File: config.mk
export PLATFORM = sky130hd
export DESIGN_NAME = screen_draw_ctrl
export DESIGN_NICKNAME = d
export VERILOG_FILES = /design/src/rtl/screen_draw_ctrl.sv
export SDC_FILE = /design/constraint.sdc
export NUM_CORES = 1
export LEC_CHECK = 0
export CAP_MARGIN = 40
export CORE_UTILIZATION = 25
export CTS_CLUSTER_DIAMETER = 30
export DETAILED_ROUTE_END_ITERATION = 8
export MAX_ROUTING_LAYER = met4
export SETUP_SLACK_MARGIN = 0.2
export SKIP_LAST_GASP = 1
export SYNTH_ARGS = -nofsm -noshare
export SYNTH_HDL_FRONTEND = slang
export SYNTH_SLANG_ARGS = --single-unit
File: constraint.sdc
create_clock -name clk -period 2.65 [get_ports clk]
set_clock_uncertainty 0.05 [all_clocks]
set_input_delay 0.53 -clock clk [delete_from_list [all_inputs] [get_ports clk]]
set_output_delay 0.53 -clock clk [all_outputs]
set_load 0.02 [all_outputs]
File: src/rtl/screen_draw_ctrl.sv
// Full-screen raster scanner for a 160x120 VGA plotter fed from an image ROM.
// Latency: addr 0 in the first cycle after accept, plots lag addr by one cycle; done 19202 cycles after accept.
// No backpressure: requests are sampled only in IDLE and ignored while busy.
// Optional feature macro CLEAR_BEFORE_DRAW_EN: a start runs a black CLEAR pass then a DRAW pass back to back.
module screen_draw_ctrl (
  input  logic        clk,
  input  logic        resetn,
  input  logic        start,
  input  logic        clearReq,
  input  logic [6:0]  imageSel,
  output logic [14:0] addr,
  output logic [6:0]  memorySel,
  output logic        black,
  output logic [7:0]  x,
  output logic [6:0]  y,
  output logic        plot,
  output logic        busy,
  output logic        done
);

  localparam logic [14:0] ADDR_LAST = 15'd19199;
  localparam logic [7:0]  COL_LAST  = 8'd159;

  typedef enum logic [2:0] {
    S_IDLE,
    S_CLEAR,
    S_DRAW,
    S_FLUSH,
    S_DONE
  } state_t;

  state_t      state_q, state_d;
  logic [14:0] addr_q, addr_d;
  logic [7:0]  col_q, col_d;
  logic [6:0]  row_q, row_d;
  logic [7:0]  x_q, x_d;
  logic [6:0]  y_q, y_d;
  logic        plot_q, plot_d;
  logic        black_q, black_d;
  logic [6:0]  msel_q, msel_d;
  // Set when a CLEAR pass must chain straight into a DRAW pass.
  logic        draw_after_q, draw_after_d;

  // State and datapath registers; reset clears every output immediately.
  always_ff @(posedge clk or negedge resetn) begin
    if (!resetn) begin
      state_q      <= S_IDLE;
      addr_q       <= '0;
      col_q        <= '0;
      row_q        <= '0;
      x_q          <= '0;
      y_q          <= '0;
      plot_q       <= 1'b0;
      black_q      <= 1'b0;
      msel_q       <= '0;
      draw_after_q <= 1'b0;
    end else begin
      state_q      <= state_d;
      addr_q       <= addr_d;
      col_q        <= col_d;
      row_q        <= row_d;
      x_q          <= x_d;
      y_q          <= y_d;
      plot_q       <= plot_d;
      black_q      <= black_d;
      msel_q       <= msel_d;
      draw_after_q <= draw_after_d;
    end
  end

  // Next-state logic: request arbitration in IDLE, raster scan in CLEAR/DRAW.
  always_comb begin
    state_d      = state_q;
    addr_d       = addr_q;
    col_d        = col_q;
    row_d        = row_q;
    x_d          = x_q;
    y_d          = y_q;
    plot_d       = 1'b0;
    black_d      = 1'b0;
    msel_d       = msel_q;
    draw_after_d = draw_after_q;

    case (state_q)
      S_IDLE: begin
        addr_d       = '0;
        col_d        = '0;
        row_d        = '0;
        draw_after_d = 1'b0;
        // Clear wins over start; the losing start is simply dropped.
        if (clearReq) begin
          state_d = S_CLEAR;
        end else if (start) begin
          msel_d = imageSel;
`ifdef CLEAR_BEFORE_DRAW_EN
          state_d      = S_CLEAR;
          draw_after_d = 1'b1;
`else
          state_d = S_DRAW;
`endif
        end
      end

      S_CLEAR, S_DRAW: begin
        // The ROM answers one cycle later, so the plot registers carry
        // this cycle's scan position into the next cycle.
        x_d     = col_q;
        y_d     = row_q;
        plot_d  = 1'b1;
        black_d = (state_q == S_CLEAR);
        if (addr_q == ADDR_LAST) begin
          addr_d = '0;
          col_d  = '0;
          row_d  = '0;
          if (state_q == S_CLEAR && draw_after_q) begin
            state_d      = S_DRAW;
            draw_after_d = 1'b0;
          end else begin
            state_d = S_FLUSH;
          end
        end else begin
          addr_d = addr_q + 15'd1;
          if (col_q == COL_LAST) begin
            col_d = '0;
            row_d = row_q + 7'd1;
          end else begin
            col_d = col_q + 8'd1;
          end
        end
      end

      // One cycle to let the final pipelined plot reach the output.
      S_FLUSH: state_d = S_DONE;

      S_DONE:  state_d = S_IDLE;

      default: state_d = S_IDLE;
    endcase
  end

  assign addr      = addr_q;
  assign memorySel = msel_q;
  assign black     = black_q;
  assign x         = x_q;
  assign y         = y_q;
  assign plot      = plot_q;
  assign busy      = (state_q != S_IDLE);
  assign done      = (state_q == S_DONE);

endmodule

==> results.py, run 1 <==
metrics = {
    "yosys": {
        "avgSynthCellArea_um2": 9.71,
        "synth_area_um2": 2670,
        "ys_types": 43,
        "synthCells": 275,
        "ys_seq_elements": 57,
        "seq_area_frac_synth_pct": 53.4,
        "syn_nets": 289,
        "yosysWarningCount": 0,
    },
    "sta": {
        "slew_headroom_pct": 55.2,
        "setup_viol": 0,
        "setup_tns_ps": 0,
        "hold_violations": 0,
        "worstMarginPinSlew_ps": 672,
        "maxSlewViolCount": 0,
        "fin_crit_ps": 2360,
        "max_freq_mhz": 424,
        "rsz0062_at_grt": "false",
        "finalCritPeriodShare_pct": 88.9,
        "setup_slack_ps": 293,
    },
    "floorplanning": {
        "die_area_um2": 11100,
        "die_w_um": 105,
        "num_rows": 37,
        "core_area_um2": 10300,
        "die_h_um": 105,
        "initial_utilization_pct": 25.9,
        "pin_count": 52,
    },
    "drt": {
        "first_iter_violations": 92,
        "viasPerCell": 4.90,
        "wl_per_cell_um": 14.2,
        "wirelength_um": 6700,
        "drc": 0,
        "ant_nets": 0,
        "vias": 2316,
        "drt-pass1-iter-count": 4,
    },
    "global_route": {
        "grt_pass1_vias": 2326,
        "grt-ovfl-total": 0,
        "grt_pass1_wl_um": 11400,
        "grt_usage_pct": 13.4,
        "grt_max_degree": 32,
        "antenna_found_initial": 0,
    },
    "setup_path": {
        "r2r_cells": 4,
        "r2r_slack_ps": 290,
        "cp_cell_sequence": "or4b_1 > or4_4 > and3_2 > a221o_1",
        "cp.arrival_ps": 2520,
        "critPathLaunch": "addr[8]$_DFFE_PN0P_",
        "timing.rr.end": "row_q[2]$_DFFE_PN0P_",
        "max_stage_delay_ps": 610,
        "crit_buf_inv": 0,
        "setup.worst_path.end": "row_q[2]$_DFFE_PN0P_",
        "worstSetupEndpointType": "register",
        "critPathKind": "register to register",
        "r2r_start": "addr[8]$_DFFE_PN0P_",
        "crit_required_ps": 2820,
        "crit_slowest_cell": "or4_4",
        "start_kind": "register",
        "cp_max_fo": 7,
        "cp_top_family": "simple AND/OR/NAND/NOR gates",
        "path_depth": 4,
    },
    "cells_and_area": {
        "final_cell_mix": "nand2_1, dfrtp_1, clkdlybuf4s50_1",
        "fin_area_um2": 3550,
        "drive_above_1_share_pct": 11.6,
        "fin_nets": 347,
        "antenna_cells": 0,
        "area_growth_pct": 33.0,
        "layout_commonest_cell": "nand2_1",
    },
    "flow_run": {
        "cap_viol_max_count": 0,
    },
    "worst_hold_path": {
        "hold_path.class": "primary input to async pin",
    },
    "clock_network": {
        "cts_hold_buf": 0,
        "cts_root_buf": "clkbuf_8",
        "clock_latency_ps": 330,
        "cts_tree": "done",
        "clkSlewWorstSetupHoldPaths_ps": 60,
        "cts_buffers": 9,
        "htreeDepth": 3,
        "cts_sinks": 57,
        "cts_buffer_depth": 2,
    },
    "placed_design": {
        "dp_hpwl_um": 4630,
        "placed_cell_area_um2": 3370,
        "place_congestion": 0.774,
        "portBuffers": 51,
        "place_worst_setup_slack_ps": 273,
    },
    "power_and_ir_drop": {
        "power_density_nw_per_um2": 983,
        "ir_drop_mv": 0.427,
        "power_leakage_nw": 1.54,
    },
    "outcome": {
        "outcome": "finished clean",
    },
}
==> cell usage after synthesis, drive strengths merged <==
cell     count  share of area, %
nor4         5               1.2
xor2         3              0.98
and2         1              0.23
buf          5              0.80
a211o        1              0.33
dfrtp       57                53
o31ai        5               1.4
nor2b        2              0.47
or4          4               1.3
a211oi       1              0.28
o2bb2ai      1              0.33
nor4b        2              0.66
o21ai       12               2.2
a41oi        1              0.33
nand3b       1              0.28
mux2         8               3.4
or2          1              0.23
a221o        5               1.9
o41ai        2              0.66
a21oi        3              0.56
nand4        4              0.94
inv          9               1.3
o22ai        2              0.47
or3          4              0.94
nand3       11               2.1
nand2       63               8.9
and3         4              0.94
mux2i        1              0.37
clkbuf      10               1.4
nor3        11               2.1
a31oi       14               3.3
nor2         5              0.70
or4b         1              0.37
a22o         2              0.66
xnor2        3              0.98
a31o         1              0.33
and4         3              0.98
nand2b       1              0.23
o22a         1              0.33
a21o         2              0.56
ha           3               1.4
==> stage by stage <==
| stage | std cells | power (mW) | hold WS, ps | utilization [%] |
|---|---|---|---|---|
| finish | 473 | 3.49 | 176 | 34.4 |
| global placement | 456 | 2.80 | 415 | 32.7 |
| detailed placement | 456 | 2.84 | 412 | 32.7 |
| global route | 473 | 3.75 | 218 | 34.4 |
| CTS | 471 | 3.53 | 186 | 34.3 |
| floorplan | 275 | 2.18 | 184 | - |
==> state kept, by name, summed over array words and instances, names as in the netlist <==
register / flops
addr: 15
y: 7
plot: 1
black: 1
row_q: 7
memorySel: 7
x: 8
state_q: 3
col_q: 8
==> cell families after synthesis <==
| kind of cell | count (synthesis) | share of synthesized area (%) |
|---|---|---|
| AND/OR/NAND/NOR | 123 | 22.4 |
| flip-flops | 57 | 53.4 |
| AO/OA/AOI/OAI | 53 | 13.6 |
| buffers and inverters | 24 | 3.47 |
| multiplexers | 9 | 3.75 |
| XOR/XNOR | 6 | 1.97 |
| adder cells (fa/ha/maj) | 3 | 1.41 |
==> area by class of cell <==
cell class	instances	area [µm²]
flip-flops and latches	57	1430
repair buffers	62	601
inverters	9	33.8
well taps	136	170
fillers	1060	6770
clock buffers	11	141
clock inverters	4	20.0
multi-input cells	194	1160
==> worst register-to-register path, cell delays in order (launching register included) <==
cell and delay [ps]:
dfrtp_1 440, or4b_1 570, or4_4 610, and3_2 280, a221o_1 300
==> timing repair <==
item                                   CTS  global route
gates resized for setup                  0             1
setup endpoints to repair                0             5
buffers inserted                         0             2
endpoints found under the hold margin    0             0
==> where the power goes <==
| group | total (mW) | internal, mW | switching [mW] | leakage, nW |
|---|---|---|---|---|
| clock | 0.694 | 0.353 | 0.341 | 0.0887 |
| sequential | 1.20 | 1.04 | 0.157 | 0.764 |
| combinational | 1.60 | 0.634 | 0.962 | 0.692 |
==> metal layers <==
metal | GRT usage, % | vias to the layer above | wire, µm
li1 | - | 1113 | -
met1 | 17.2 | 1122 | 3190
met2 | 19.8 | 72 | 3090
met3 | 4.08 | 9 | 351
met4 | 5.03 | 0 | 72
met5 | - | - | 0
==> how the worst min path moves through the flow <==
stage | startpoint | to | depth (start not counted)
global placement | y[2]$_DFFE_PN0P_ | y[2]$_DFFE_PN0P_ | 2
global route | resetn | plot$_DFF_PN0_ | 1
floorplan | resetn | addr[0]$_DFFE_PN0P_ | 0
CTS | resetn | plot$_DFF_PN0_ | 1
detailed placement | y[2]$_DFFE_PN0P_ | y[2]$_DFFE_PN0P_ | 2
finish | resetn | plot$_DFF_PN0_ | 1
Note: power is estimated with default switching activity, not from simulation.
==> run 2, diff against run 1 <==
--- a/config.mk
+++ b/config.mk
@@ -6,8 +6,8 @@
 export NUM_CORES = 1
 export LEC_CHECK = 0
 export CAP_MARGIN = 40
+export CORE_MARGIN = 4
 export CORE_UTILIZATION = 25
-export CTS_CLUSTER_DIAMETER = 30
 export DETAILED_ROUTE_END_ITERATION = 8
 export MAX_ROUTING_LAYER = met4
 export SETUP_SLACK_MARGIN = 0.2
==> results.py, run 2 (synthesis results as in run 1) <==
metrics = {
    "placed_design": {
        "dp_hpwl_um": 4680,
        "dp.cells": 453,
        "placed_cell_area_um2": 3340,
        "portBuffers": 51,
        "place_worst_setup_slack_ps": 274,
        "place_congestion": 0.783,
    },
    "drt": {
        "viasPerCell": 4.92,
        "vias": 2318,
        "wl_per_cell_um": 14.5,
        "drt-pass1-iter-count": 4,
        "ant_nets": 0,
        "first_iter_violations": 87,
        "drc": 0,
        "wirelength_um": 6830,
    },
    "global_route": {
        "antenna_found_initial": 0,
        "grt_pass1_wl_um": 11700,
        "grt_pass1_vias": 2313,
        "grt_usage_pct": 11.8,
        "grt_max_degree": 38,
        "grt-ovfl-total": 0,
    },
    "sta": {
        "rsz0062_at_grt": "false",
        "slew_headroom_pct": 57.2,
        "finalCritPeriodShare_pct": 88.8,
        "max_freq_mhz": 425,
        "worstMarginPinSlew_ps": 642,
        "setup_slack_ps": 297,
        "setup_viol": 0,
        "hold_violations": 0,
        "setup_tns_ps": 0,
        "whs_ps": 168,
        "maxSlewViolCount": 0,
        "fin_crit_ps": 2350,
    },
    "power_and_ir_drop": {
        "ir_drop_mv": 0.481,
        "power_leakage_nw": 1.56,
        "power_density_nw_per_um2": 1030,
    },
    "setup_path": {
        "cp_cell_sequence": "or4b_1 > or4_4 > and3_1 > a221o_1",
        "max_stage_delay_ps": 600,
        "crit_required_ps": 2810,
        "crit_buf_inv": 0,
        "cp_max_fo": 7,
        "worstSetupEndpointType": "register",
        "crit_slowest_cell": "or4_4",
        "cp_top_family": "simple AND/OR/NAND/NOR gates",
        "start_kind": "register",
        "cp.arrival_ps": 2510,
        "critPathKind": "register to register",
    },
    "floorplanning": {
        "initial_utilization_pct": 25.8,
        "die_area_um2": 12400,
        "pin_count": 52,
        "num_rows": 37,
        "core_area_um2": 10400,
        "die_w_um": 111,
        "die_h_um": 111,
    },
    "clock_network": {
        "htreeDepth": 3,
        "cts_buffer_depth": 2,
        "cts_root_buf": "clkbuf_8",
        "cts_buffers": 9,
        "clock_latency_ps": 330,
        "clkSlewWorstSetupHoldPaths_ps": 70,
        "cts_tree": "done",
        "cts_hold_buf": 0,
        "cts_sinks": 57,
    },
    "cells_and_area": {
        "stdcell_count": 471,
        "drive_above_1_share_pct": 11.6,
        "num-fill-cells": 1081,
        "largest_reg_flops": 15,
        "final_cell_mix": "nand2_1, dfrtp_1, clkdlybuf4s50_1",
        "fin_area_um2": 3600,
        "fin_nets": 344,
        "antenna_cells": 0,
        "layout_commonest_cell": "nand2_1",
        "area_growth_pct": 34.9,
    },
    "flow_run": {
        "cap_viol_max_count": 0,
    },
    "outcome": {
        "outcome": "finished clean",
    },
    "worst_hold_path": {
        "hold_path.class": "primary input to async pin",
    },
}
[run 2: cell count changes in the layout (fill, tap and decap cells not counted), sizes merged]
cell	before	now
bufinv	0	2
clkbuf	11	12
clkinv	4	2
buf	12	9
[run 2: path summary, 6_finish.rpt]
path / startpoint / to / slack, ps / depth (start not counted)
min in group clk: y[5]$_DFFE_PN0P_ / y[5]$_DFFE_PN0P_ / 420 / 2
worst min register to register: y[5]$_DFFE_PN0P_ / y[5]$_DFFE_PN0P_ / 420 / 2
max in group asynchronous: resetn / addr[8]$_DFFE_PN0P_ / 1700 / 2
worst min-delay path: resetn / col_q[2]$_DFFE_PN0P_ / 170 / 1
worst max-delay path: addr[8]$_DFFE_PN0P_ / row_q[6]$_DFFE_PN0P_ / 300 / 4
worst max register to register: addr[8]$_DFFE_PN0P_ / row_q[6]$_DFFE_PN0P_ / 300 / 4
[run 2: cell type report]
| cell class | instances | area (µm²) | share of cell area (%) |
|---|---|---|---|
| multi-input combinational | 194 | 1170 | 32.4 |
| inverter | 9 | 33.8 | 0.937 |
| clock inverter | 4 | 73.8 | 2.05 |
| sequential | 57 | 1430 | 39.6 |
| tap | 136 | 170 | 4.72 |
| clock buffer | 12 | 165 | 4.58 |
| timing repair buffer | 59 | 566 | 15.7 |
[run 2: routing by layer]
metal | part of all wire, % | vias to the layer above | GRT usage, %
met2 | 47 | 71 | 17.4
li1 | - | 1108 | -
met1 | 46 | 1132 | 15.3
met3 | 6.1 | 7 | 3.70
met5 | 0 | - | -
met4 | 0.78 | 0 | 4.30
[run 2: what timing repair did]
action / in CTS / in global routing
gates resized for setup: 1 / 1
pin swaps: 0 / 1
endpoints found under the setup margin: 1 / 7
setup buffers: 0 / 2
[run 2: power by group]
group	internal [mW]	total (mW)	switching, mW
logic	0.596	1.57	0.973
clock network	0.606	0.951	0.345
registers	1.04	1.21	0.164
total	2.25	3.73	1.48
[run 2: per-stage QoR]
stage | total power, mW | utilization [%]
floorplan | 2.18 | -
global placement | 2.75 | 32.2
detailed placement | 2.79 | 32.2
CTS | 3.77 | 34.6
global route | 4.00 | 34.7
finish | 3.73 | 34.7
==> run 3, diff against run 2 <==
--- a/config.mk
+++ b/config.mk
@@ -5,11 +5,11 @@
 export SDC_FILE = /design/constraint.sdc
 export NUM_CORES = 1
 export LEC_CHECK = 0
+export ABC_CLOCK_PERIOD_IN_PS = 2650
 export CAP_MARGIN = 40
-export CORE_MARGIN = 4
+export CORE_MARGIN = 2
 export CORE_UTILIZATION = 25
 export DETAILED_ROUTE_END_ITERATION = 8
-export MAX_ROUTING_LAYER = met4
 export SETUP_SLACK_MARGIN = 0.2
 export SKIP_LAST_GASP = 1
 export SYNTH_ARGS = -nofsm -noshare
==> results.py, run 3 (synthesis results as in run 1) <==
metrics = {
    "outcome": {
        "outcome": "finished clean",
    },
    "cells_and_area": {
        "final_cell_mix": "nand2_1, dfrtp_1, clkdlybuf4s50_1",
        "fin_nets": 342,
        "drive_above_1_share_pct": 10.8,
        "layout_commonest_cell": "nand2_1",
        "largest_reg_flops": 15,
        "area_growth_pct": 35.4,
        "antenna_cells": 0,
        "stdcell_count": 469,
    },
    "drt": {
        "vias": 2264,
        "viasPerCell": 4.83,
        "wl_per_cell_um": 14.1,
        "drt-pass1-iter-count": 4,
        "first_iter_violations": 75,
        "ant_nets": 0,
        "wirelength_um": 6620,
        "drc": 0,
    },
    "floorplanning": {
        "pin_count": 52,
        "die_area_um2": 11500,
        "num_rows": 37,
        "core_area_um2": 10400,
        "die_h_um": 107,
        "die_w_um": 107,
        "initial_utilization_pct": 25.8,
    },
    "sta": {
        "slew_headroom_pct": 54.9,
        "setup_tns_ps": 0,
        "worstMarginPinSlew_ps": 676,
        "setup_viol": 0,
        "fin_crit_ps": 2320,
        "whs_ps": 183,
        "maxSlewViolCount": 0,
        "finalCritPeriodShare_pct": 87.6,
        "rsz0062_at_grt": "false",
        "max_freq_mhz": 431,
        "hold_violations": 0,
    },
    "clock_network": {
        "cts_hold_buf": 0,
        "cts_buffer_depth": 2,
        "cts_tree": "done",
        "cts_buffers": 9,
        "htreeDepth": 3,
        "cts_root_buf": "clkbuf_8",
        "clock_latency_ps": 330,
        "cts_sinks": 57,
        "clkSlewWorstSetupHoldPaths_ps": 60,
    },
    "global_route": {
        "grt_max_degree": 38,
        "grt_pass1_wl_um": 11000,
        "grt_usage_pct": 12.1,
        "antenna_found_initial": 0,
        "grt-ovfl-total": 0,
        "grt_pass1_vias": 2251,
    },
    "setup_path": {
        "critPathKind": "register to primary output",
        "cp_max_fo": 7,
        "crit_required_ps": 2070,
        "cp.arrival_ps": 1740,
        "worstSetupEndpointType": "primary output",
        "start_kind": "register",
    },
    "power_and_ir_drop": {
        "ir_drop_mv": 0.636,
        "swShare_pct": 39.0,
        "power_frac_clock_pct": 27.1,
        "power_density_nw_per_um2": 1050,
        "p_sw_mw": 1.48,
        "p_int_mw": 2.32,
        "p_seq_share_pct": 31.8,
        "power_leakage_nw": 1.56,
        "p_comb_share_pct": 41.1,
    },
    "worst_hold_path": {
        "hold_path.class": "primary input to async pin",
    },
    "placed_design": {
        "dp.cells": 452,
        "dp_hpwl_um": 4500,
        "portBuffers": 51,
        "place_congestion": 0.758,
    },
    "flow_run": {
        "cap_viol_max_count": 0,
    },
}
## run 3: cell types whose count changed in the layout (fill, tap and decap cells not counted), sizes merged
cell / previous run / this run
bufinv: 2 / 3
clkinv: 2 / 1
buf: 9 / 7
## run 3: what timing repair did
| item | in CTS | in global routing |
|---|---|---|
| pin swaps | 0 | 1 |
| gates resized for setup | 1 | 1 |
| setup endpoints to repair | 1 | 7 |
| setup buffers | 0 | 1 |
## run 3: through the flow
stage / worst slack [ps] / utilization (%) / instance area [µm²] / power, mW
floorplan: 362 / - / 2670 / 2.18
global placement: 327 / 32.3 / 3340 / 2.75
detailed placement: 260 / 32.3 / 3340 / 2.78
CTS: 244 / 34.7 / 3600 / 3.84
global route: 215 / 34.9 / 3620 / 4.03
finish: 329 / 34.9 / 3620 / 3.80
## run 3: worst max-delay path, cell delays in order, from the launching register on
cell             delay (ps)
dfrtp_1                 460
nor3_2                  350
inv_1                    70
clkdlybuf4s50_1         540
## run 3: layout make-up
type	count	area, µm²
multi-input cells	194	1170
well taps	136	170
repair buffers	57	563
clock inverters	4	98.8
inverters	9	33.8
flip-flops and latches	57	1430
clock buffers	12	155
fillers	1081	6750
## run 3: metal layers
metal / part of all wire [%] / up-vias / routed length (µm) / GRT usage, %
met3: 7.8 / 7 / 515 / 4.48
met1: 45 / 1076 / 2960 / 15.3
met2: 47 / 72 / 3100 / 18.9
met4: 0.63 / 0 / 42 / 4.58
li1: - / 1109 / - / -
met5: 0 / - / 0 / 0
## run 3: power by group through the flow
stage / clock [mW] / sequential, mW / combinational [mW]
floorplan: 0 / 1.32 / 0.863
global placement: 0 / 1.21 / 1.54
detailed placement: 0 / 1.22 / 1.56
CTS: 1.06 / 1.21 / 1.57
global route: 1.09 / 1.24 / 1.71
finish: 1.03 / 1.21 / 1.56
## run 3: worst paths after layout
| kind | startpoint | to | slack [ps] | cells past startpoint |
|---|---|---|---|---|
| worst max register to register | addr[8]$_DFFE_PN0P_ | addr[9]$_DFFE_PN0P_ | 380 | 5 |
| worst min-delay path | resetn | plot$_DFF_PN0_ | 180 | 1 |
| worst max-delay path | state_q[1]$_DFFE_PN0P_ | busy | 330 | 3 |
| min in group clk | y[5]$_DFFE_PN0P_ | y[5]$_DFFE_PN0P_ | 420 | 2 |
| worst min register to register | y[5]$_DFFE_PN0P_ | y[5]$_DFFE_PN0P_ | 420 | 2 |
| max in group asynchronous | resetn | addr[14]$_DFFE_PN0P_ | 1780 | 2 |
